## config.mk

```make
export PLATFORM = sky130hd
export DESIGN_NAME = jk_excitation_sequencer
export DESIGN_NICKNAME = d
export VERILOG_FILES = /design/src/rtl/jk_excitation_sequencer_pkg.sv /design/src/rtl/jk_excite.sv /design/src/rtl/jk_excitation_sequencer.sv
export SDC_FILE = /design/constraint.sdc
export NUM_CORES = 1
export LEC_CHECK = 0
export ABC_AREA = 1
export BUFFER_PORTS_ARGS = -buffer_cell sky130_fd_sc_hd__buf_2
export CORE_UTILIZATION = 30
export CTS_BUF_LIST = sky130_fd_sc_hd__clkbuf_4 sky130_fd_sc_hd__clkbuf_8 sky130_fd_sc_hd__clkbuf_16
export CTS_CLUSTER_DIAMETER = 150
export DETAILED_ROUTE_END_ITERATION = 10
export PLACE_DENSITY_LB_ADDON = 0.15
export SYNTH_ARGS = -nofsm -noshare
export SYNTH_HDL_FRONTEND = slang
export SYNTH_HIERARCHICAL = 1
export SYNTH_SLANG_ARGS = --single-unit
```

## constraint.sdc

```tcl
create_clock -name CLK -period 3.1 [get_ports CLK]
set_input_delay 0.31 -clock CLK [delete_from_list [all_inputs] [get_ports CLK]]
set_output_delay 0.31 -clock CLK [all_outputs]
set_load 0.005 [all_outputs]
```

## src/rtl/jk_excitation_sequencer_pkg.sv

```systemverilog
// Shared types for the JK excitation sequencer: FSM state encoding and mode codes.
package jk_seq_pkg;

  typedef enum logic [2:0] {
    ST_IDLE  = 3'd0,
    ST_DRIVE = 3'd1,
    ST_CHECK = 3'd2,
    ST_DONE  = 3'd3,
    ST_ERR   = 3'd4
  } state_t;

  localparam logic MODE_JUMP = 1'b0;
  localparam logic MODE_STEP = 1'b1;

endpackage

```

## src/rtl/jk_excite.sv

```systemverilog
// Combinational JK excitation: for each bit, drive the (J,K) pair that moves Q to N.
// Never produces the toggle code, so the bank result does not depend on its current value.
module jk_excite #(
  parameter int WIDTH = 4
) (
  input  logic [WIDTH-1:0] q,
  input  logic [WIDTH-1:0] n,
  output logic [WIDTH-1:0] j,
  output logic [WIDTH-1:0] k
);

  always_comb begin
    j = ~q & n;
    k = q & ~n;
  end

endmodule

```

## src/rtl/jk_excitation_sequencer.sv

```systemverilog
// Moves an external JK flip-flop bank to a requested value (jump or +/-1 steps),
// verifying the fed-back Q after every step; reports done or a sticky error.
module jk_excitation_sequencer
  import jk_seq_pkg::*;
#(
  parameter int WIDTH = 4
) (
  input  logic             CLK,
  input  logic             RST,
  input  logic             START,
  input  logic [WIDTH-1:0] TARGET,
  input  logic             MODE,
  input  logic [WIDTH-1:0] Q_FB,
  output logic [WIDTH-1:0] J,
  output logic [WIDTH-1:0] K,
  output logic [WIDTH-1:0] EXPECT,
  output logic             BUSY,
  output logic             DONE,
  output logic             ERROR
);

  state_t           state;
  logic [WIDTH-1:0] tgt_q;
  logic             mode_q;
  logic [WIDTH-1:0] tgt_sel;
  logic             mode_sel;
  logic [WIDTH-1:0] n_nxt;
  logic [WIDTH-1:0] j_c;
  logic [WIDTH-1:0] k_c;

  // Unsigned, non-wrapping move toward the target; in jump mode go straight there.
  function automatic logic [WIDTH-1:0] next_value(input logic [WIDTH-1:0] q,
                                                  input logic [WIDTH-1:0] tgt,
                                                  input logic             mode);
    if (mode == MODE_JUMP)
      return tgt;
    else if (q < tgt)
      return WIDTH'(q + 1'b1);
    else if (q > tgt)
      return WIDTH'(q - 1'b1);
    else
      return q;
  endfunction

  // In IDLE the request has not been latched yet, so use the live inputs.
  always_comb begin
    tgt_sel  = (state == ST_IDLE) ? TARGET : tgt_q;
    mode_sel = (state == ST_IDLE) ? MODE   : mode_q;
    n_nxt    = next_value(Q_FB, tgt_sel, mode_sel);
  end

  jk_excite #(.WIDTH(WIDTH)) u_excite (
    .q (Q_FB),
    .n (n_nxt),
    .j (j_c),
    .k (k_c)
  );

  always_ff @(posedge CLK or posedge RST) begin
    if (RST) begin
      state  <= ST_IDLE;
      tgt_q  <= '0;
      mode_q <= MODE_JUMP;
      J      <= '0;
      K      <= '0;
      EXPECT <= '0;
      BUSY   <= 1'b0;
      DONE   <= 1'b0;
      ERROR  <= 1'b0;
    end else begin
      J    <= '0;
      K    <= '0;
      DONE <= 1'b0;
      case (state)
        ST_IDLE: begin
          BUSY <= 1'b0;
          if (START) begin
            tgt_q  <= TARGET;
            mode_q <= MODE;
            if (Q_FB == TARGET) begin
              state <= ST_DONE;
              DONE  <= 1'b1;
            end else begin
              state  <= ST_DRIVE;
              J      <= j_c;
              K      <= k_c;
              EXPECT <= n_nxt;
              BUSY   <= 1'b1;
            end
          end
        end
        ST_DRIVE: begin
          state <= ST_CHECK;
        end
        ST_CHECK: begin
          if (Q_FB != EXPECT) begin
            state <= ST_ERR;
            ERROR <= 1'b1;
            BUSY  <= 1'b0;
          end else if (Q_FB == tgt_q) begin
            state <= ST_DONE;
            DONE  <= 1'b1;
            BUSY  <= 1'b0;
          end else begin
            state  <= ST_DRIVE;
            J      <= j_c;
            K      <= k_c;
            EXPECT <= n_nxt;
          end
        end
        ST_DONE: begin
          state <= ST_IDLE;
        end
        ST_ERR: begin
          BUSY <= 1'b0;
        end
        default: begin
          state <= ST_IDLE;
          BUSY  <= 1'b0;
        end
      endcase
    end
  end

endmodule

```

# Yosys cells after proc, flatten, opt, wreduce, memory -nomap -nowiden
# Cells that the tools add are included.
dict set report totals {
  regBits 23
  in_bits 12
  out_inout_bits 15
  elab_cells 74
}
dict set report classes {
  addsub 2
  magnitude_cmp 2
  n_eq_ne 12
  n_mux 35
  n_bitwise 6
  n_reduce_logical 8
}
# op n
set ops {}
lappend ops {{$mux W4} 16}
lappend ops {{$pmux W4 S2} 3}
lappend ops {{$pmux W3 S4} 1}
lappend ops {{$mux W1} 9}
lappend ops {{$and A4 B4 Y4} 2}
lappend ops {{$eq A4 B4 Y1} 2}
lappend ops {{$ne A2 B2 Y1 const B} 4}
lappend ops {{$not A4 Y4} 2}
lappend ops {{$reduce_and A2 Y1} 4}
lappend ops {{$eq A3 B2 Y1 const B} 2}
lappend ops {{$mux W3} 2}
lappend ops {{$reduce_and A5 Y1} 1}
lappend ops {{$add A4 B1 Y4 const B} 1}
lappend ops {{$gt A4 B4 Y1} 1}
lappend ops {{$lt A4 B4 Y1} 1}
lappend ops {{$mux W2} 2}
lappend ops {{$ne A4 B4 Y1} 1}
lappend ops {{$sub A4 B1 Y4 const B} 1}
lappend ops {{$eq A3 B1 Y1 const B} 1}
lappend ops {{$eq A3 B3 Y1 const B} 1}
lappend ops {{$logic_not A3 Y1} 1}
lappend ops {{$ne A3 B3 Y1 const B} 1}
lappend ops {{$pmux W1 S3} 1}
lappend ops {{$not A1 Y1} 2}
lappend ops {{other kinds (3)} 3}

# Longest topological paths before layout
dict set report logic_depth {
  ltp_word 11
  ltp_mapped 20
  ltp_nobuf 19
}

# By module
# The synthesis kept the hierarchy.
# module instances cells_per_inst area_per_inst_um2 seq_area_each_um2
set by_module_without_submodules {}
lappend by_module_without_submodules {jk_excitation_sequencer 1 194 1438.9 575.6}
lappend by_module_without_submodules {jk_excite 1 16 60.1 0.0}

# Worst setup path before layout
# OpenSTA, ideal clock, no wires.
dict set report synth_timing {
  path_type {flip-flop to flip-flop}
  start {reg state[0]}
  end {reg K[3]}
  setup_time_ps 69
  arrival_ps 2217
  required_time_ps 3031
  slack_ps 814
  path_stages_with_launch 18
  path_buffers 1
  period_less_slack_ps 2286
  cell_sequence {dfrtp_1 > nor2_2 > nand2_1 > buf_2 > o21ai_0 > inv_1 > ha_1 > nand2_1 > nor2_1 > nor2_1 > nand2_1 > nand2_1 > nand2_1 > nand3_1 > and2_1 > nor2_1 > inv_1 > nor2_2}
}
dict set report synth_between {
  elab_chain_len 11
  elab_cells_between_ends 16
  cone_classes {order compare (2); eq/ne (1); mux (10); bitwise (2); reduce/logical (1)}
}
# item line_no
set synth_lines {}
lappend synth_lines {{start, declared} jk_excitation_sequencer.sv:22} ;# state_t state;
lappend synth_lines {{start signal, assigned} jk_excitation_sequencer.sv:61} ;# state <= ST_IDLE;
lappend synth_lines {{start signal, assigned} jk_excitation_sequencer.sv:81} ;# state <= ST_DONE;
lappend synth_lines {{start signal, assigned} jk_excitation_sequencer.sv:84} ;# state <= ST_DRIVE;
lappend synth_lines {{$logic_not A3 Y1 (*)} {jk_excitation_sequencer.sv:47, jk_excitation_sequencer.sv:48}}
lappend synth_lines {{$mux W4} jk_excitation_sequencer.sv:47} ;# tgt_sel = (state == ST_IDLE) ? TARGET : tgt_q;
lappend synth_lines {{$gt A4 B4 Y1} jk_excitation_sequencer.sv:39} ;# else if (q > tgt)
lappend synth_lines {{$mux W4} jk_excitation_sequencer.sv:39}
lappend synth_lines {{$mux W4} jk_excitation_sequencer.sv:37} ;# else if (q < tgt)
lappend synth_lines {{$mux W4 (*)} jk_excitation_sequencer.sv:35} ;# if (mode == MODE_JUMP)
lappend synth_lines {{via n_nxt[3]} jk_excitation_sequencer.sv:27} ;# logic [WIDTH-1:0] n_nxt;
lappend synth_lines {{$not A4 Y4 (*)} jk_excite.sv:14} ;# k = q & ~n;
lappend synth_lines {{$and A4 B4 Y4 (*)} jk_excite.sv:14}
lappend synth_lines {{via k_c[3]} jk_excitation_sequencer.sv:29} ;# logic [WIDTH-1:0] k_c;
lappend synth_lines {{$mux W4 (on tied branches)} {jk_excitation_sequencer.sv:100, jk_excitation_sequencer.sv:80}}
lappend synth_lines {{$mux W4 (on tied branches)} {jk_excitation_sequencer.sv:96, jk_excitation_sequencer.sv:77}}
lappend synth_lines {{$pmux W4 S2 (*)} jk_excitation_sequencer.sv:74} ;# case (state)
lappend synth_lines {{end signal, assigned} jk_excitation_sequencer.sv:86} ;# K <= k_c;
lappend synth_lines {{end signal, assigned} jk_excitation_sequencer.sv:107} ;# K <= k_c;
lappend synth_lines {{end, declared} jk_excitation_sequencer.sv:15} ;# output logic [WIDTH-1:0] K,
# Mark *: on every way through the listed nets, which the timed path passes. The rest lies on a longest branch.
# A chain may end at the register's enable or synchronous reset.

# Worst setup path after layout
dict set report layout_timing {
  start {reg state[0]}
  end {reg K[2]}
}
# Same word-level chain as after synthesis.

==> flow_summary.html <==
<table>
<tr><th>Metric</th><th>Value</th></tr>
<tr><th colspan="2">Power</th></tr>
<tr><td>Net switching share of the total power</td><td>46.33%</td></tr>
<tr><td>Internal Pwr Total</td><td>0.7995 mW</td></tr>
<tr><td>Peak supply drop</td><td>0.2208 mV</td></tr>
<tr><td>Clock share of power</td><td>13.1%</td></tr>
<tr><td>Combinational cell fraction of total power</td><td>54.8%</td></tr>
<tr><td>Sequential share of power</td><td>32.1%</td></tr>
<tr><td>Leak Pwr</td><td>0.9727 nW</td></tr>
<tr><td>Switching Power</td><td>0.6902 mW</td></tr>
<tr><td>Power per Cell Area</td><td>861.5 nW/um^2</td></tr>
<tr><th colspan="2">Clock network</th></tr>
<tr><td>Setup Fix Bufs, Post-CTS</td><td>0</td></tr>
<tr><td>TritonCTS sink count</td><td>23</td></tr>
<tr><td>Level count of the clock H-tree</td><td>1</td></tr>
<tr><td>Hold-fix buffers, CTS</td><td>0</td></tr>
<tr><td>CTS root buffer</td><td>sky130_fd_sc_hd__clkbuf_8</td></tr>
<tr><td>Register clock-pin slew on the reported worst setup and hold paths</td><td>90 ps</td></tr>
<tr><td>Clock tree from TritonCTS</td><td>yes</td></tr>
<tr><td>Clk Latency, worst-skew pair</td><td>270 ps</td></tr>
<tr><td>Post-CTS Resized</td><td>0</td></tr>
<tr><td>Clock tree buffer depth</td><td>2</td></tr>
<tr><td>Number of buffers created by CTS</td><td>3</td></tr>
<tr><th colspan="2">Cells and area</th></tr>
<tr><td>Fill cells</td><td>537</td></tr>
<tr><td>Number of cells in the finished layout apart from fillers</td><td>304</td></tr>
<tr><td>Area delta synth-&gt;final</td><td>15.36%</td></tr>
<tr><td>Proportion of layout cells with a drive suffix above 1</td><td>18.99%</td></tr>
<tr><td>Net count reported at finish</td><td>256</td></tr>
<tr><td>Diodes inserted</td><td>0</td></tr>
<tr><th colspan="2">Placed design</th></tr>
<tr><td>Number of I/O port buffers</td><td>26</td></tr>
<tr><td>Inst Count DP</td><td>300</td></tr>
<tr><td>Half-perimeter wire length after placement</td><td>2487 um</td></tr>
<tr><td>Weighted congestion at the end of routability-driven global placement</td><td>0.8407</td></tr>
<tr><td>Pre-CTS worst setup slack</td><td>534.4 ps</td></tr>
<tr><th colspan="2">Floorplan</th></tr>
<tr><td>Initial core utilization</td><td>31.53%</td></tr>
<tr><td>Placement row count</td><td>25</td></tr>
<tr><td>Die ar.</td><td>5283 sq um</td></tr>
<tr><td>Chip width</td><td>72.69 um</td></tr>
<tr><td>Height of the chip</td><td>72.69 um</td></tr>
<tr><td>I/O pin count</td><td>27</td></tr>
<tr><td>Floorplan Core Area</td><td>4755 sq um</td></tr>
<tr><th colspan="2">Drt</th></tr>
<tr><td>Per-cell routed wire length</td><td>10.31 um</td></tr>
<tr><td>Mean number of vias per cell</td><td>4.211</td></tr>
<tr><td>Detailed-router iteration count before antenna repair</td><td>4</td></tr>
<tr><td>Aggregate routed wire length</td><td>3135 um</td></tr>
<tr><td>Violation count after the first detailed-route iteration</td><td>56</td></tr>
<tr><td>DRC violation count after routing</td><td>0</td></tr>
<tr><td>Antenna viol nets, final</td><td>0</td></tr>
<tr><td>Vias after detailed routing</td><td>1280</td></tr>
<tr><th colspan="2">GRT</th></tr>
<tr><td>Initial antenna violation count</td><td>0</td></tr>
<tr><td>Global-route wire length before repair</td><td>5085 um</td></tr>
<tr><td>Total gr overflow</td><td>0</td></tr>
<tr><td>Number of global-route vias before repair</td><td>1057</td></tr>
<tr><td>Overall global routing resource usage</td><td>12.91%</td></tr>
<tr><td>Pin count of the biggest net entering global routing</td><td>24</td></tr>
<tr><th colspan="2">STA</th></tr>
<tr><td>Achievable Freq</td><td>386.5 MHz</td></tr>
<tr><td>TNS Setup</td><td>0 ps</td></tr>
<tr><td>Worst clock skew</td><td>2.907 ps</td></tr>
<tr><td>Number of max-slew violations in the final report</td><td>0</td></tr>
<tr><td>Setup repair after global routing missed its margin</td><td>false</td></tr>
<tr><td>Number of endpoints failing setup at the final stage</td><td>0</td></tr>
<tr><td>Worst Setup Slack, final</td><td>512.5 ps</td></tr>
<tr><td>Minimum period implied by the final worst setup slack</td><td>2587 ps</td></tr>
<tr><td>Final hold viol count</td><td>0</td></tr>
<tr><td>Max-slew headroom</td><td>40.20%</td></tr>
<tr><td>Worst slew pin tran</td><td>896.1 ps</td></tr>
<tr><td>Crit share post-route</td><td>83.47%</td></tr>
<tr><td>Fin Hold WS</td><td>216.9 ps</td></tr>
<tr><th colspan="2">Yosys</th></tr>
<tr><td>Post-Syn Nets</td><td>228</td></tr>
<tr><td>Compound-cell area share of the yosys netlist</td><td>6.427%</td></tr>
<tr><td>Multiplexer area fraction after synthesis</td><td>0%</td></tr>
<tr><td>Share of flip-flops with an asynchronous set or reset after synthesis</td><td>100.0%</td></tr>
<tr><td>Share of synthesized cell area in and, or, nand and nor gates</td><td>33.06%</td></tr>
<tr><td>Top flip-flop cell by instance count after synthesis</td><td>sky130_fd_sc_hd__dfrtp_1</td></tr>
<tr><td>Seq/Total Area, Yosys</td><td>38.40%</td></tr>
<tr><td>Largest family of logic cells by synthesized area</td><td>simple AND/OR/NAND/NOR gates</td></tr>
<tr><td>Average cell area after synthesis</td><td>7.138 sq um</td></tr>
<tr><td>Number of storage elements in the synthesis netlist</td><td>23</td></tr>
<tr><td>Count of synthesis-stage warnings from yosys</td><td>6</td></tr>
<tr><td>Number of synthesized flops with an enable pin</td><td>0</td></tr>
<tr><td>Xor/xnor cell area share of the yosys netlist</td><td>4.674%</td></tr>
<tr><td>Library cells used by synthesis</td><td>29</td></tr>
<tr><td>Synthesized instance count</td><td>210</td></tr>
<tr><td>Adder-cell area share of the yosys netlist</td><td>5.008%</td></tr>
<tr><td>Post-synthesis cell area</td><td>1499 sq um</td></tr>
<tr><th colspan="2">Critical path</th></tr>
<tr><td>Top cell family by delay on the critical path</td><td>simple AND/OR/NAND/NOR gates</td></tr>
<tr><td>Cell type of the slowest stage on the worst timing path</td><td>sky130_fd_sc_hd__dfrtp_1</td></tr>
<tr><td>Most repeated library cell on the critical path</td><td>sky130_fd_sc_hd__nand2_1</td></tr>
<tr><td>Critical path launch point type</td><td>flip-flop</td></tr>
<tr><td>Combined buffer and inverter count along the critical path</td><td>2</td></tr>
<tr><td>Critical path capture point type</td><td>flip-flop</td></tr>
<tr><td>Cells along the critical path</td><td>nor2_2 -&gt; nand2_1 -&gt; o21ai_0 -&gt; inv_1 -&gt; ha_1 -&gt; nand2_1 -&gt; nor2_1 -&gt; nor2_1 -&gt; nand2_1 -&gt; nand2_1 -&gt; nand2_1 -&gt; nand3_1 -&gt; and2_1 -&gt; nor2_1 -&gt; inv_1 -&gt; nor2_2</td></tr>
<tr><td>Largest stage delay on the critical path</td><td>420 ps</td></tr>
<tr><td>Arrival time at the worst endpoint</td><td>2800 ps</td></tr>
<tr><td>CP required</td><td>3310 ps</td></tr>
<tr><td>Maximum fanout along the worst path</td><td>12</td></tr>
<tr><td>Worst Path Class, Setup</td><td>flip-flop to flip-flop</td></tr>
<tr><th colspan="2">Outcome</th></tr>
<tr><td>Outcome</td><td>complete, no violations</td></tr>
<tr><th colspan="2">Flow run</th></tr>
<tr><td>Number of max-capacitance violations reported</td><td>0</td></tr>
<tr><th colspan="2">Hold path</th></tr>
<tr><td>Tightest Hold Check Type</td><td>input port to asynchronous set/reset pin</td></tr>
</table>
stage by stage:
stage	area [sq um]	utilization, %	power, mW
floorplan	1499	-	1.128
global placement	1683	35.39	1.302
detailed placement	1683	35.39	1.305
CTS	1729	36.37	1.505
global route	1729	36.37	1.658
finish	1729	36.37	1.490
Yosys cell counts, types with 2 or more instances:
cell type | count | area, sq um
sky130_fd_sc_hd__nand2_1 | 58 | 217.7
sky130_fd_sc_hd__inv_1 | 37 | 138.9
sky130_fd_sc_hd__dfrtp_1 | 23 | 575.6
sky130_fd_sc_hd__nor2_1 | 22 | 82.58
sky130_fd_sc_hd__nand3_1 | 13 | 65.06
sky130_fd_sc_hd__o21ai_0 | 8 | 40.04
sky130_fd_sc_hd__xor2_1 | 8 | 70.07
sky130_fd_sc_hd__nor2_2 | 7 | 43.79
sky130_fd_sc_hd__ha_1 | 6 | 75.07
sky130_fd_sc_hd__and2_1 | 3 | 18.77
sky130_fd_sc_hd__a21oi_1 | 2 | 10.01
sky130_fd_sc_hd__inv_2 | 2 | 7.510
sky130_fd_sc_hd__nand3_2 | 2 | 20.02
sky130_fd_sc_hd__o21ai_1 | 2 | 10.01
sky130_fd_sc_hd__o22ai_1 | 2 | 12.51
sky130_fd_sc_hd__or2_1 | 2 | 12.51
cells by family (layout without fill, tap and decap cells):
kind of cell    Yosys count  count (layout)
fa+ha+maj                 6               6
xor+xnor                  8               8
flops                    23              23
simple gates            112             112
compound gates           17              17
buf+inv                  44              71
flip-flops by register name, summed over array words and instances, names as in the netlist:
| signal | count |
|---|---|
| EXPECT | 4 |
| J | 4 |
| K | 4 |
| tgt_q | 4 |
| state | 3 |
| BUSY | 1 |
| DONE | 1 |
| ERROR | 1 |
| mode_q | 1 |
power groups by stage:
stage	registers [mW]	clock network [mW]	logic, mW
floorplan	0.479	0	0.649
global placement	0.482	0	0.820
detailed placement	0.482	0	0.823
CTS	0.476	0.204	0.824
global route	0.490	0.214	0.954
finish	0.478	0.196	0.816
final cells by class:
| class | count | area, sq um | area share [%] |
|---|---|---|---|
| Sequential cell | 23 | 575.6 | 33.29 |
| Inverter | 41 | 156.4 | 9.045 |
| Clock inverter | 1 | 5.005 | 0.2894 |
| Multi-Input combinational cell | 143 | 737.0 | 42.62 |
| Tap cell | 67 | 83.83 | 4.848 |
| Timing Repair Buffer | 26 | 130.1 | 7.525 |
| Clock buffer | 3 | 41.29 | 2.388 |
placed cells by master (no fill, tap or decap):
master,n
sky130_fd_sc_hd__nand2_1,58
sky130_fd_sc_hd__inv_1,37
sky130_fd_sc_hd__buf_2,26
sky130_fd_sc_hd__dfrtp_1,23
sky130_fd_sc_hd__nor2_1,22
sky130_fd_sc_hd__nand3_1,13
sky130_fd_sc_hd__o21ai_0,8
sky130_fd_sc_hd__xor2_1,8
sky130_fd_sc_hd__nor2_2,7
sky130_fd_sc_hd__ha_1,6
sky130_fd_sc_hd__and2_1,3
sky130_fd_sc_hd__clkbuf_8,3
sky130_fd_sc_hd__inv_2,2
sky130_fd_sc_hd__nand3_2,2
sky130_fd_sc_hd__a21oi_1,2
sky130_fd_sc_hd__o21ai_1,2
sky130_fd_sc_hd__or2_1,2
sky130_fd_sc_hd__o22ai_1,2
sky130_fd_sc_hd__or2_0,1
sky130_fd_sc_hd__nand4_1,1
sky130_fd_sc_hd__nor3_1,1
sky130_fd_sc_hd__o21ai_2,1
sky130_fd_sc_hd__nand2_4,1
sky130_fd_sc_hd__inv_4,1
sky130_fd_sc_hd__o211ai_1,1
sky130_fd_sc_hd__or2_2,1
sky130_fd_sc_hd__clkinv_1,1
sky130_fd_sc_hd__o21a_1,1
sky130_fd_sc_hd__clkinv_2,1
routing by layer:
layer	track usage (%)	up-vias	part of all wire [%]
li1	-	689	-
met1	17.80	550	53
met2	19.83	36	41
met3	2.486	5	4.6
met4	5.229	0	1.6
met5	0	-	0
path summary, 6_finish.rpt:
| path | start | to | slack (ps) | depth (start not counted) |
|---|---|---|---|---|
| max | state[0] | K[2] | 510 | 16 |
| min | RST | J[0] | 220 | 2 |
| max reg2reg | state[0] | K[2] | 510 | 16 |
| min reg2reg | ERROR | ERROR | 460 | 2 |
| max in group asynchronous | RST | tgt_q[0] | 2340 | 2 |
| min in group CLK | TARGET[1] | tgt_q[1] | 310 | 3 |
No activity file was read; power rests on OpenSTA's default activity.
